[config.mk]
export PLATFORM = sky130hd
export DESIGN_NAME = uart_rx_gen_flat
export DESIGN_NICKNAME = d
export VERILOG_FILES = /design/src/rtl/uart_pkg.sv /design/src/rtl/uart_rx_gen_if.sv /design/src/rtl/uart_rx_sampler.sv /design/src/rtl/uart_rx_gen.sv /design/src/flat_wrapper.sv
export SDC_FILE = /design/constraint.sdc
export NUM_CORES = 1
export LEC_CHECK = 0
export ABC_AREA = 1
export BUFFER_PORTS_ARGS = -buffer_cell sky130_fd_sc_hd__buf_2
export CAP_MARGIN = 15
export CORE_MARGIN = 1.5
export CORE_UTILIZATION = 35
export CTS_CLUSTER_SIZE = 16
export DETAILED_ROUTE_END_ITERATION = 16
export GPL_TIMING_DRIVEN = 0
export PLACE_DENSITY_LB_ADDON = 0.25
export SYNTH_ARGS = -nofsm -noshare
export SYNTH_HDL_FRONTEND = slang
export SYNTH_SLANG_ARGS = --single-unit
[constraint.sdc]
create_clock -name clk_i -period 2.24 [get_ports clk_i]
set_input_delay 0.56 -clock clk_i [delete_from_list [all_inputs] [get_ports clk_i]]
set_output_delay 0.56 -clock clk_i [all_outputs]
set_load 0.02 [all_outputs]
[src/rtl/uart_pkg.sv]
`default_nettype none
// ============================================================================
//  Module      : uart_pkg
//  Description : Shared types and helpers for the uart_rx_gen receiver:
//                FSM state encoding, parity-type constants and the per-bit
//                sample-point calculation derived from the prescale value.
//  Revision    : 1.0  initial release
// ============================================================================
package uart_pkg;

    typedef enum logic [2:0] {
        ST_IDLE   = 3'd0,
        ST_START  = 3'd1,
        ST_DATA   = 3'd2,
        ST_PARITY = 3'd3,
        ST_STOP1  = 3'd4,
        ST_STOP2  = 3'd5,
        ST_DONE   = 3'd6
    } rx_state_e;

    localparam logic PAR_EVEN = 1'b0;
    localparam logic PAR_ODD  = 1'b1;

    // Counter values of interest within one bit period.
    typedef struct packed {
        logic [15:0] s0;    // first majority sample
        logic [15:0] s1;    // second majority sample
        logic [15:0] s2;    // third majority sample
        logic [15:0] vld;   // voted bit presented to the FSM
        logic [15:0] last;  // final count of the bit period
    } sample_pts_t;

    function automatic sample_pts_t sample_points(input logic [15:0] prescale);
        sample_pts_t p;
        logic [15:0] half;
        half   = prescale >> 1;
        p.s0   = half - 16'd2;
        p.s1   = half - 16'd1;
        p.s2   = half;
        p.vld  = half + 16'd1;
        p.last = prescale - 16'd1;
        return p;
    endfunction

endpackage
`default_nettype wire

[src/rtl/uart_rx_gen_if.sv]
`default_nettype none
// ============================================================================
//  Module      : uart_rx_gen_if
//  Description : Bundle of serial line, frame configuration and the
//                valid/ready output holding-register signals of uart_rx_gen.
//                master : receiver side (drives the received word and flags)
//                slave  : line driver / consumer side
//  Revision    : 1.0  initial release
// ============================================================================
interface uart_rx_gen_if #(
    parameter int DATA_WIDTH = 8,
    parameter int PRESCALE_W = 6
);
    logic                  rx_in;
    logic [PRESCALE_W-1:0] prescale;
    logic                  par_en;
    logic                  par_typ;
    logic                  stop2;
    logic                  rx_ready;
    logic                  data_valid;
    logic [DATA_WIDTH-1:0] p_data;
    logic                  par_err;
    logic                  stp_err;
    logic                  ovr_err;
    logic                  break_det;

    modport master (
        input  rx_in, prescale, par_en, par_typ, stop2, rx_ready,
        output data_valid, p_data, par_err, stp_err, ovr_err, break_det
    );

    modport slave (
        output rx_in, prescale, par_en, par_typ, stop2, rx_ready,
        input  data_valid, p_data, par_err, stp_err, ovr_err, break_det
    );
endinterface
`default_nettype wire

[src/rtl/uart_rx_sampler.sv]
`default_nettype none
// ============================================================================
//  Module      : uart_rx_sampler
//  Description : Per-bit edge counter with 3-sample majority vote.
//  Ports       : clk_i, rst_ni     clock, async active-low reset
//                rx_s_i            synchronised serial line
//                clear_i           hold counter at 0 (receiver idle)
//                prescale_i        oversampling ratio for the current frame
//                bit_valid_o       one-cycle strobe, bit_o holds voted value
//                wrap_o            counter is at its last count of the bit
//  Revision    : 1.0  initial release
// ============================================================================
module uart_rx_sampler #(
    parameter int PRESCALE_W = 6
) (
    input  wire logic                  clk_i,
    input  wire logic                  rst_ni,
    input  wire logic                  rx_s_i,
    input  wire logic                  clear_i,
    input  wire logic [PRESCALE_W-1:0] prescale_i,
    output logic                       bit_valid_o,
    output logic                       bit_o,
    output logic                       wrap_o
);
    import uart_pkg::*;

    logic [PRESCALE_W-1:0] cnt_q, cnt_d;
    logic [2:0]            smp_q, smp_d;
    logic [15:0]           cnt_ext;
    sample_pts_t           pts;

    assign pts     = sample_points(16'(prescale_i));
    assign cnt_ext = 16'(cnt_q);
    assign wrap_o  = (cnt_ext == pts.last);

    always_comb begin
        cnt_d = cnt_q;
        smp_d = smp_q;
        if (clear_i) begin
            cnt_d = '0;
        end else if (wrap_o) begin
            cnt_d = '0;
        end else begin
            cnt_d = cnt_q + 1'b1;
        end
        if (cnt_ext == pts.s0) smp_d[0] = rx_s_i;
        if (cnt_ext == pts.s1) smp_d[1] = rx_s_i;
        if (cnt_ext == pts.s2) smp_d[2] = rx_s_i;
    end

    // All three samples are registered by the vld count, so the vote is a
    // pure function of stored samples.
    assign bit_valid_o = !clear_i && (cnt_ext == pts.vld);
    assign bit_o       = (smp_q[0] & smp_q[1]) | (smp_q[0] & smp_q[2]) | (smp_q[1] & smp_q[2]);

    always_ff @(posedge clk_i or negedge rst_ni) begin
        if (!rst_ni) begin
            cnt_q <= '0;
            smp_q <= 3'b111;
        end else begin
            cnt_q <= cnt_d;
            smp_q <= smp_d;
        end
    end

endmodule
`default_nettype wire

[src/rtl/uart_rx_gen.sv]
`default_nettype none
// ============================================================================
//  Module      : uart_rx_gen
//  Description : Oversampling UART receiver with majority-vote bit recovery,
//                optional parity, 1/2 stop bits, break detection and a
//                valid/ready holding register with overrun reporting.
//  Ports       : clk_i   receiver (oversampling) clock
//                rst_ni  asynchronous active-low reset
//                bus     uart_rx_gen_if.master: rx_in, prescale, par_en,
//                        par_typ, stop2, rx_ready in; data_valid, p_data,
//                        par_err, stp_err, ovr_err, break_det out
//  Revision    : 1.0  initial release
// ============================================================================
module uart_rx_gen #(
    parameter int DATA_WIDTH = 8,
    parameter int PRESCALE_W = 6
) (
    input wire logic      clk_i,
    input wire logic      rst_ni,
    uart_rx_gen_if.master bus
);
    import uart_pkg::*;

    localparam int IDX_W = $clog2(DATA_WIDTH + 1);

    rx_state_e             state_q, state_d;
    logic [1:0]            sync_q;
    logic                  rx_prev_q;
    logic [PRESCALE_W-1:0] prescale_q, prescale_d;
    logic                  par_en_q, par_en_d, par_typ_q, par_typ_d, stop2_q, stop2_d;
    logic [DATA_WIDTH-1:0] shift_q, shift_d;
    logic [IDX_W-1:0]      idx_q, idx_d;
    logic                  fpar_q, fpar_d, fstp_q, fstp_d;   // flags of frame in flight
    logic                  nz_q, nz_d;                       // any data/parity bit was 1
    logic                  brk_q, brk_d;
    logic                  valid_q, valid_d;
    logic [DATA_WIDTH-1:0] data_q, data_d;
    logic                  par_err_q, par_err_d, stp_err_q, stp_err_d;
    logic                  ovr_q, ovr_d, brk_det_q, brk_det_d;

    logic rx_s, bit_valid, bit_v, wrap;

    assign rx_s = sync_q[1];

    uart_rx_sampler #(.PRESCALE_W(PRESCALE_W)) u_sampler (
        .clk_i       (clk_i),
        .rst_ni      (rst_ni),
        .rx_s_i      (rx_s),
        .clear_i     (state_q == ST_IDLE),
        .prescale_i  (prescale_q),
        .bit_valid_o (bit_valid),
        .bit_o       (bit_v),
        .wrap_o      (wrap)
    );

    always_comb begin
        state_d    = state_q;
        prescale_d = prescale_q;
        par_en_d   = par_en_q;
        par_typ_d  = par_typ_q;
        stop2_d    = stop2_q;
        shift_d    = shift_q;
        idx_d      = idx_q;
        fpar_d     = fpar_q;
        fstp_d     = fstp_q;
        nz_d       = nz_q;
        brk_d      = brk_q;
        valid_d    = valid_q;
        data_d     = data_q;
        par_err_d  = par_err_q;
        stp_err_d  = stp_err_q;
        ovr_d      = 1'b0;
        brk_det_d  = 1'b0;

        if (valid_q && bus.rx_ready) valid_d = 1'b0;

        case (state_q)
            ST_IDLE: begin
                // Edge-qualified start: after a break the line must return
                // high before a new start can be armed.
                if (rx_prev_q && !rx_s) begin
                    state_d    = ST_START;
                    prescale_d = bus.prescale;
                    par_en_d   = bus.par_en;
                    par_typ_d  = bus.par_typ;
                    stop2_d    = bus.stop2;
                    idx_d      = '0;
                    fpar_d     = 1'b0;
                    fstp_d     = 1'b0;
                    nz_d       = 1'b0;
                    brk_d      = 1'b0;
                end
            end
            ST_START: begin
                if (bit_valid && bit_v) state_d = ST_IDLE;
                else if (wrap)          state_d = ST_DATA;
            end
            ST_DATA: begin
                if (bit_valid) begin
                    shift_d = {bit_v, shift_q[DATA_WIDTH-1:1]};
                    idx_d   = idx_q + 1'b1;
                    nz_d    = nz_q | bit_v;
                end else if (wrap && (idx_q == IDX_W'(DATA_WIDTH))) begin
                    state_d = par_en_q ? ST_PARITY : ST_STOP1;
                end
            end
            ST_PARITY: begin
                if (bit_valid) begin
                    fpar_d = bit_v ^ (^shift_q) ^ (par_typ_q == PAR_ODD);
                    nz_d   = nz_q | bit_v;
                end else if (wrap) begin
                    state_d = ST_STOP1;
                end
            end
            ST_STOP1: begin
                // Leave right after the vote; the counter keeps running so a
                // second stop bit is sampled in the following period.
                if (bit_valid) begin
                    if (!bit_v) fstp_d = 1'b1;
                    if (!bit_v && !nz_q) begin
                        brk_d   = 1'b1;
                        state_d = ST_DONE;
                    end else begin
                        state_d = stop2_q ? ST_STOP2 : ST_DONE;
                    end
                end
            end
            ST_STOP2: begin
                if (bit_valid) begin
                    if (!bit_v) fstp_d = 1'b1;
                    state_d = ST_DONE;
                end
            end
            ST_DONE: begin
                state_d = ST_IDLE;
                if (brk_q) begin
                    brk_det_d = 1'b1;
                end else if (!valid_q || bus.rx_ready) begin
                    valid_d   = 1'b1;
                    data_d    = shift_q;
                    par_err_d = fpar_q;
                    stp_err_d = fstp_q;
                end else begin
                    ovr_d = 1'b1;
                end
            end
            default: state_d = ST_IDLE;
        endcase
    end

    always_ff @(posedge clk_i or negedge rst_ni) begin
        if (!rst_ni) begin
            state_q    <= ST_IDLE;
            sync_q     <= 2'b11;
            rx_prev_q  <= 1'b1;
            prescale_q <= '0;
            par_en_q   <= 1'b0;
            par_typ_q  <= PAR_EVEN;
            stop2_q    <= 1'b0;
            shift_q    <= '0;
            idx_q      <= '0;
            fpar_q     <= 1'b0;
            fstp_q     <= 1'b0;
            nz_q       <= 1'b0;
            brk_q      <= 1'b0;
            valid_q    <= 1'b0;
            data_q     <= '0;
            par_err_q  <= 1'b0;
            stp_err_q  <= 1'b0;
            ovr_q      <= 1'b0;
            brk_det_q  <= 1'b0;
        end else begin
            state_q    <= state_d;
            sync_q     <= {sync_q[0], bus.rx_in};
            rx_prev_q  <= rx_s;
            prescale_q <= prescale_d;
            par_en_q   <= par_en_d;
            par_typ_q  <= par_typ_d;
            stop2_q    <= stop2_d;
            shift_q    <= shift_d;
            idx_q      <= idx_d;
            fpar_q     <= fpar_d;
            fstp_q     <= fstp_d;
            nz_q       <= nz_d;
            brk_q      <= brk_d;
            valid_q    <= valid_d;
            data_q     <= data_d;
            par_err_q  <= par_err_d;
            stp_err_q  <= stp_err_d;
            ovr_q      <= ovr_d;
            brk_det_q  <= brk_det_d;
        end
    end

    assign bus.data_valid = valid_q;
    assign bus.p_data     = data_q;
    assign bus.par_err    = par_err_q;
    assign bus.stp_err    = stp_err_q;
    assign bus.ovr_err    = ovr_q;
    assign bus.break_det  = brk_det_q;

endmodule
`default_nettype wire
[src/flat_wrapper.sv]
// flat-port wrapper written by rule: the top's interface ports become plain ports
module uart_rx_gen_flat import uart_pkg::*;
#(
    parameter int DATA_WIDTH = 8,
    parameter int PRESCALE_W = 6
)
  (clk_i, rst_ni, bus_rx_in, bus_prescale, bus_par_en, bus_par_typ, bus_stop2, bus_rx_ready, bus_data_valid, bus_p_data, bus_par_err, bus_stp_err, bus_ovr_err, bus_break_det);
  uart_rx_gen_if #(.DATA_WIDTH(DATA_WIDTH), .PRESCALE_W(PRESCALE_W)) bus_i ();
  input wire logic clk_i;
  input wire logic rst_ni;
  input wire logic [$bits(bus_i.rx_in)-1:0] bus_rx_in;
  input wire logic [$bits(bus_i.prescale)-1:0] bus_prescale;
  input wire logic [$bits(bus_i.par_en)-1:0] bus_par_en;
  input wire logic [$bits(bus_i.par_typ)-1:0] bus_par_typ;
  input wire logic [$bits(bus_i.stop2)-1:0] bus_stop2;
  input wire logic [$bits(bus_i.rx_ready)-1:0] bus_rx_ready;
  output wire logic [$bits(bus_i.data_valid)-1:0] bus_data_valid;
  output wire logic [$bits(bus_i.p_data)-1:0] bus_p_data;
  output wire logic [$bits(bus_i.par_err)-1:0] bus_par_err;
  output wire logic [$bits(bus_i.stp_err)-1:0] bus_stp_err;
  output wire logic [$bits(bus_i.ovr_err)-1:0] bus_ovr_err;
  output wire logic [$bits(bus_i.break_det)-1:0] bus_break_det;
  assign bus_i.rx_in = bus_rx_in;
  assign bus_i.prescale = bus_prescale;
  assign bus_i.par_en = bus_par_en;
  assign bus_i.par_typ = bus_par_typ;
  assign bus_i.stop2 = bus_stop2;
  assign bus_i.rx_ready = bus_rx_ready;
  assign bus_data_valid = bus_i.data_valid;
  assign bus_p_data = bus_i.p_data;
  assign bus_par_err = bus_i.par_err;
  assign bus_stp_err = bus_i.stp_err;
  assign bus_ovr_err = bus_i.ovr_err;
  assign bus_break_det = bus_i.break_det;
  uart_rx_gen #(.DATA_WIDTH(DATA_WIDTH), .PRESCALE_W(PRESCALE_W)) u_core (.clk_i(clk_i), .rst_ni(rst_ni), .bus(bus_i));
endmodule
==> results of run 1 <==
-- state kept, by name, indices dropped and copies added, names as in the netlist, 2 cells and up --
| register | count |
|---|---|
| u_core.bus.p_data | 8 |
| u_core.idx_q | 4 |
| u_core.prescale_q | 6 |
| u_core.shift_q | 8 |
| u_core.state_q | 3 |
| u_core.sync_q | 2 |
| u_core.u_sampler.cnt_q | 6 |
| u_core.u_sampler.smp_q | 3 |
-- cells by family (layout without fill, tap and decap cells) --
logic type               after synthesis  count (layout)  share of synthesized area, %
AND/OR/NAND/NOR                      198             198                          29.1
buffers and inverters                 62              99                          8.23
flip-flops                            53              53                          44.3
AO/OA/AOI/OAI                         52              52                          9.31
XOR/XNOR                              16              16                          4.91
adder cells (fa/ha/maj)                9               9                          3.74
multiplexers                           1               1                         0.374
-- power by group --
part           leakage (nW)  internal, mW  total (mW)  switching [mW]
logic                  1.03         0.762        2.14            1.38
registers             0.691          1.19        1.38           0.190
clock network        0.0423         0.228       0.579           0.351
-- cell usage after synthesis (2+ instances only) --
| library cell | count |
|---|---|
| nand2_1 | 115 |
| inv_1 | 52 |
| dfrtp_1 | 47 |
| o21ai_0 | 32 |
| nand3_1 | 28 |
| nor2_1 | 24 |
| nor3_1 | 10 |
| xor2_1 | 10 |
| ha_1 | 9 |
| a21oi_1 | 8 |
| dfstp_2 | 6 |
| nand2_2 | 6 |
| xnor2_1 | 5 |
| o21ai_1 | 4 |
| buf_2 | 3 |
| inv_2 | 3 |
| nand4_1 | 3 |
| or2_2 | 3 |
| a211oi_1 | 2 |
| a31oi_1 | 2 |
| nor2_2 | 2 |
| nor2_4 | 2 |
-- final timing paths --
path,slack (ns),end,cells past startpoint,start
setup / recovery,0.10,u_core.state_q[1],13,u_core.prescale_q[2]
hold / removal,0.13,u_core.bus.data_valid,1,rst_ni
setup reg to reg,0.10,u_core.state_q[1],13,u_core.prescale_q[2]
hold reg to reg,0.36,u_core.sync_q[1],0,u_core.sync_q[0]
max in group asynchronous,1.52,u_core.rx_prev_q,2,rst_ni
min in group clk_i,0.33,u_core.sync_q[0],1,bus_rx_in
-- metrics by stage --
| step | TNS, ns | instances |
|---|---|---|
| after floorplan | 0 | 391 |
| after global placement | -0.0968 | 521 |
| after detailed placement | -0.0845 | 522 |
| after CTS | 0 | 531 |
| after global routing | 0 | 533 |
| final | 0 | 533 |
-- per-layer routing --
metal  vias up  part of all wire, %
met4         0                  1.1
met2        42                   45
li1       1314                    -
met1      1158                   51
met3         8                  2.8
met5         -                    0
-- worst max-delay path, stage by stage (launching register included) --
cell and delay (ns):
dfrtp_2 0.44, inv_2 0.11, ha_1 0.24, or2_2 0.28
nand2_2 0.08, nand3_2 0.09, nor2_4 0.18, nand2_4 0.13
nand2_2 0.09, nand2_2 0.05, nor2_1 0.10, nand3_1 0.11
nand2_1 0.08, nand2_1 0.05
-- cell type report --
cell class                 count  area [µm²]
buffer                         6        37.5
clock buffer                   5        68.8
clock inverter                 3        26.3
fill                         855        4840
inverter                      56         210
multi-input combinational    276        1440
sequential                    53        1340
tap                          105         131
timing repair buffer          29         168
-- what timing repair did --
| item | in CTS | in global routing |
|---|---|---|
| hold buffers | 0 | 0 |
| endpoints found under the setup margin | 9 | 14 |
| gates resized for setup | 2 | 5 |
| pin swaps | 0 | 2 |
| setup buffers | 1 | 2 |
==> metrics.txt, run 1 <==
GR Layer Usage met1 23.7%; clk_skew 0.00887 ns; Hold WC Path Type in2async; DR pass1 iterations 4; post-synth top area share 39.1%; routed wire length 6530 µm; fin crit period 2.14 ns; most common cell after layout, fill and taps aside nand2_1; H-tree levels 2; post-place instance area 3290 µm²; Slew HR 64.9%; via count 2522; # Max-Cap Violations 0; fmax 0.467 GHz; Design Area, Final 3410 µm²; Post-Syn Area 3010 µm²; Synth area leader dfrtp_1; PwrDens 1200 nW/µm²; largest net degree at the start of global routing 41; syn_nets 413; WL/cell 12.3 µm; final core occ 41.3%; Final setup viols 0; Nets 449; # DRC 0; Ports 26; M2 GR Usage 23.7%; CP Data Required Time 2.45 ns; Mean Syn Cell Area 7.70 µm²; initial antenna violation count 0; Synth area leaders dfrtp_1, nand2_1, inv_1; clock sink count 53; Hold Vio Cnt, Final 0; dpl ws -0.0364 ns; Setup CP Type reg2reg; Setup WS post-layout 0.100 ns; Seq/Total Area, Yosys 44.3%; commonest non-fill, non-tap cells in the layout nand2_1, inv_1, dfrtp_1; Crit Path Max Fanout 7; grt met3 use 2.37%; Ys Warns 0; Final Cycle Share 95.5%; post-detail-place hpwl 5030 µm; Die X-Extent 95.7 µm; CP Capture Type flip-flop; IO Port Bufs 25; FF+latch count, synth 53; Slew Limit Fails 0; clock latency on the worst-skew pair 0.32 ns; Clock Tree Root clkbuf_8; core box area 8260 µm²; die area 9160 µm²; Final Total Pwr 4.10 mW; cells after synthesis 391; Ant. Diodes 0; Leakage 1.77 nW; number of global-route vias before repair 2346; Critical Path AT 2.35 ns; gr ovfl total 0; Critical Path Source Type flip-flop; number of cell rows 33; CTS tree yes; Total GRT Usage 15.8%; Starting Density 36.4%; pin slew with the least headroom to its limit 0.523 ns; final hold slack 0.134 ns; synth unique cells 37; die height 95.7 µm; maximum VDD drop 0.000331 V; Synth Flop Type dfrtp_1; share of layout cells above drive strength 1 18.0%; Layout area overhead 13.5%; total CTS buffers 5; Placer Congestion 0.853; antenna viol nets, final 0; RSZ-0062 raised after global routing no; Post-synth ARST share 100%; detailed router's first-iteration violation count 153; vias per std cell 4.73; clock slew at reported path FFs 0.10 ns; status finished, final reports clean; deepest clock path buffer count 2; first-pass GRT wire length 11200 µm; most used routing layer met2; EDFF count, synth 0
Power figures use the tool's default switching activity.
==> run 2, diff against run 1 <==
Settings changed: SYNTH_HIERARCHICAL set to 1.
==> metrics.txt, run 2 <==
FF-to-FF Start u_core/prescale_q[1]; slack of the worst reg-to-reg path 0.11 ns; Leakage 1.85 nW; deepest clock path buffer count 2; final hold slack 0.198 ns; post-synth top area share 37.6%; initial antenna violation count 0; fmax 0.469 GHz; Setup CP Type reg2reg; post-place instance area 3410 µm²; largest net degree at the start of global routing 34; post-detail-place hpwl 5040 µm; Ys Warns 6; gr ovfl total 0; Synth Flop Type dfrtp_1; fin crit period 2.13 ns; Seq/Total Area, Yosys 42.7%; Critical Path AT 2.32 ns; CP Data Required Time 2.43 ns; Slew HR 67.1%; Design Area, Final 3620 µm²; # Max-Cap Violations 0; FF-to-FF End u_core/state_q[1]; first-pass GRT wire length 11600 µm; routed wire length 6740 µm; Placer Congestion 0.899; crit-path cells buf_4, ha_1, nand3_1, xor2_1, nand3_2, nor2_4, nand2_2, inv_2, nor2_2, o21bai_1, nand3_2, nand2_1, o21ai_1; most common cell in the synthesized netlist nand2_1; Ports 26; # DRC 0; clock slew at reported path FFs 0.11 ns; pin slew with the least headroom to its limit 0.493 ns; CP endpoint u_core/state_q[1]; Clock Tree Root clkbuf_8; synth unique cells 32; final core occ 41.7%; Worst path slowest cell dfrtp_2; RSZ-0062 raised after global routing yes; syn_nets 431; clock group share of total power 12.4%; Comb power frac 53.6%; maximum VDD drop 0.000587 V; commonest non-fill, non-tap cells in the layout nand2_1, inv_1, dfrtp_1; Hold Vio Cnt, Final 0; cells after synthesis 409; most common cell after layout, fill and taps aside nand2_1; total CTS buffers 5; die height 97.5 µm; most frequent CP cell nand3_2; Hold WC Path Type in2async; CP max stage delay 0.44 ns; Setup WS post-layout 0.108 ns; DR pass1 iterations 4; Slew Limit Fails 0; vias per std cell 4.66; Synth area leaders dfrtp_1, nand2_1, inv_1; clock latency on the worst-skew pair 0.31 ns; Post-synth ARST share 100%; Final setup viols 0; core box area 8680 µm²; Fillers 934; FF+latch count, synth 53; status finished, final reports clean; IO Port Bufs 25; share of layout cells above drive strength 1 22.7%; Synth area leader dfrtp_1; Nets 471; sw frac 46.4%; Crit Path Max Fanout 6; cell internal pwr 2.36 mW; CP Capture Type flip-flop; detailed router's first-iteration violation count 93; clock sink count 53; Psw 2.04 mW; part of the power in registers 34.0%; setup_tns 0 ns; EDFF count, synth 0; number of cell rows 34; WL/cell 12.1 µm; Critical Path Source Type flip-flop; number of global-route vias before repair 2498; crit path from u_core/prescale_q[1]; antenna viol nets, final 0; Post-Syn Area 3130 µm²; die area 9510 µm²; Final Cycle Share 95.2%; Layout area overhead 15.9%; dpl ws -0.318 ns; Total GRT Usage 14.7%; Mean Syn Cell Area 7.64 µm²; via count 2602; CTS tree yes; Ant. Diodes 0; PwrDens 1210 nW/µm²; Synth top cells by count nand2_1, inv_1, dfrtp_1, nor2_1, nand3_1; clk_skew 0.0115 ns; H-tree levels 2; Die X-Extent 97.5 µm; Starting Density 36.0%; R2R cell count 13
## run 2: worst min path at each step
stage / startpoint / end / slack [ns] / depth (start not counted)
CTS: rst_ni / u_core/bus.p_data[2] / 0.20 / 1
finish: rst_ni / u_core/bus.p_data[2] / 0.20 / 1
detailed placement: u_core/sync_q[0] / u_core/sync_q[1] / 0.35 / 0
global route: rst_ni / u_core/bus.p_data[1] / 0.22 / 1
floorplan: rst_ni / u_core/brk_q / 0.26 / 0
global placement: u_core/sync_q[0] / u_core/sync_q[1] / 0.35 / 0
## run 2: power groups by stage
stage	logic, mW	clock network, mW	registers (mW)
detailed placement	2.13	0	1.52
finish	2.36	0.545	1.50
global placement	2.10	0	1.51
global route	2.69	0.607	1.55
floorplan	1.61	0	1.52
CTS	2.21	0.577	1.48
## run 2: logic make-up (layout without fill, tap and decap cells)
family	after synthesis	in the layout	synth area share, %
buffers and inverters	65	106	8.85
DFF	53	53	42.7
xor gates and xnor gates	12	12	3.36
AOI/OAI and AO/OA	46	46	8.85
adders and majority gates	10	10	3.92
and+or+nand+nor	216	216	29.8
muxes	7	7	2.52
## run 2: area by class of cell
type | count | area, µm² | share of cell area, %
plain buffers | 5 | 51.3 | 1.42
clock buffers | 5 | 68.8 | 1.90
clock inverters | 3 | 21.3 | 0.587
inverters | 60 | 230 | 6.36
multi-input cells | 291 | 1580 | 43.5
flip-flops and latches | 53 | 1340 | 36.9
well taps | 108 | 135 | 3.73
repair buffers | 33 | 201 | 5.56
## run 2: worst max-delay path: cells and delay by family (launching register included)
family / cells / cell delay, ns
XOR/XNOR: 1 / 0.17
flip-flops: 1 / 0.44
AND/OR/NAND/NOR: 7 / 0.74
adder cells (fa/ha/maj): 1 / 0.23
AO/OA/AOI/OAI: 2 / 0.21
buffers and inverters: 2 / 0.23
## run 2: what timing repair did
item                       in CTS  in global routing
hold buffers                    0                  0
setup buffers                   2                  5
pin swaps                       1                 11
setup endpoints to repair      17                 15
resized for setup               7                 21
## run 2: per-layer routing
metal / routed length (µm) / global-route usage, %
met1: 3440 / 20.9
met5: 0 / 0
met3: 271 / 2.81
met4: 34 / 2.86
met2: 2990 / 23.5
## run 2: metrics by stage
stage	power (mW)	cells
6_report	4.40	558
5_1_grt	4.84	558
4_1_cts	4.27	553
3_5_place_dp	3.65	543
3_3_place_gp	3.61	542
2_1_floorplan	3.13	409
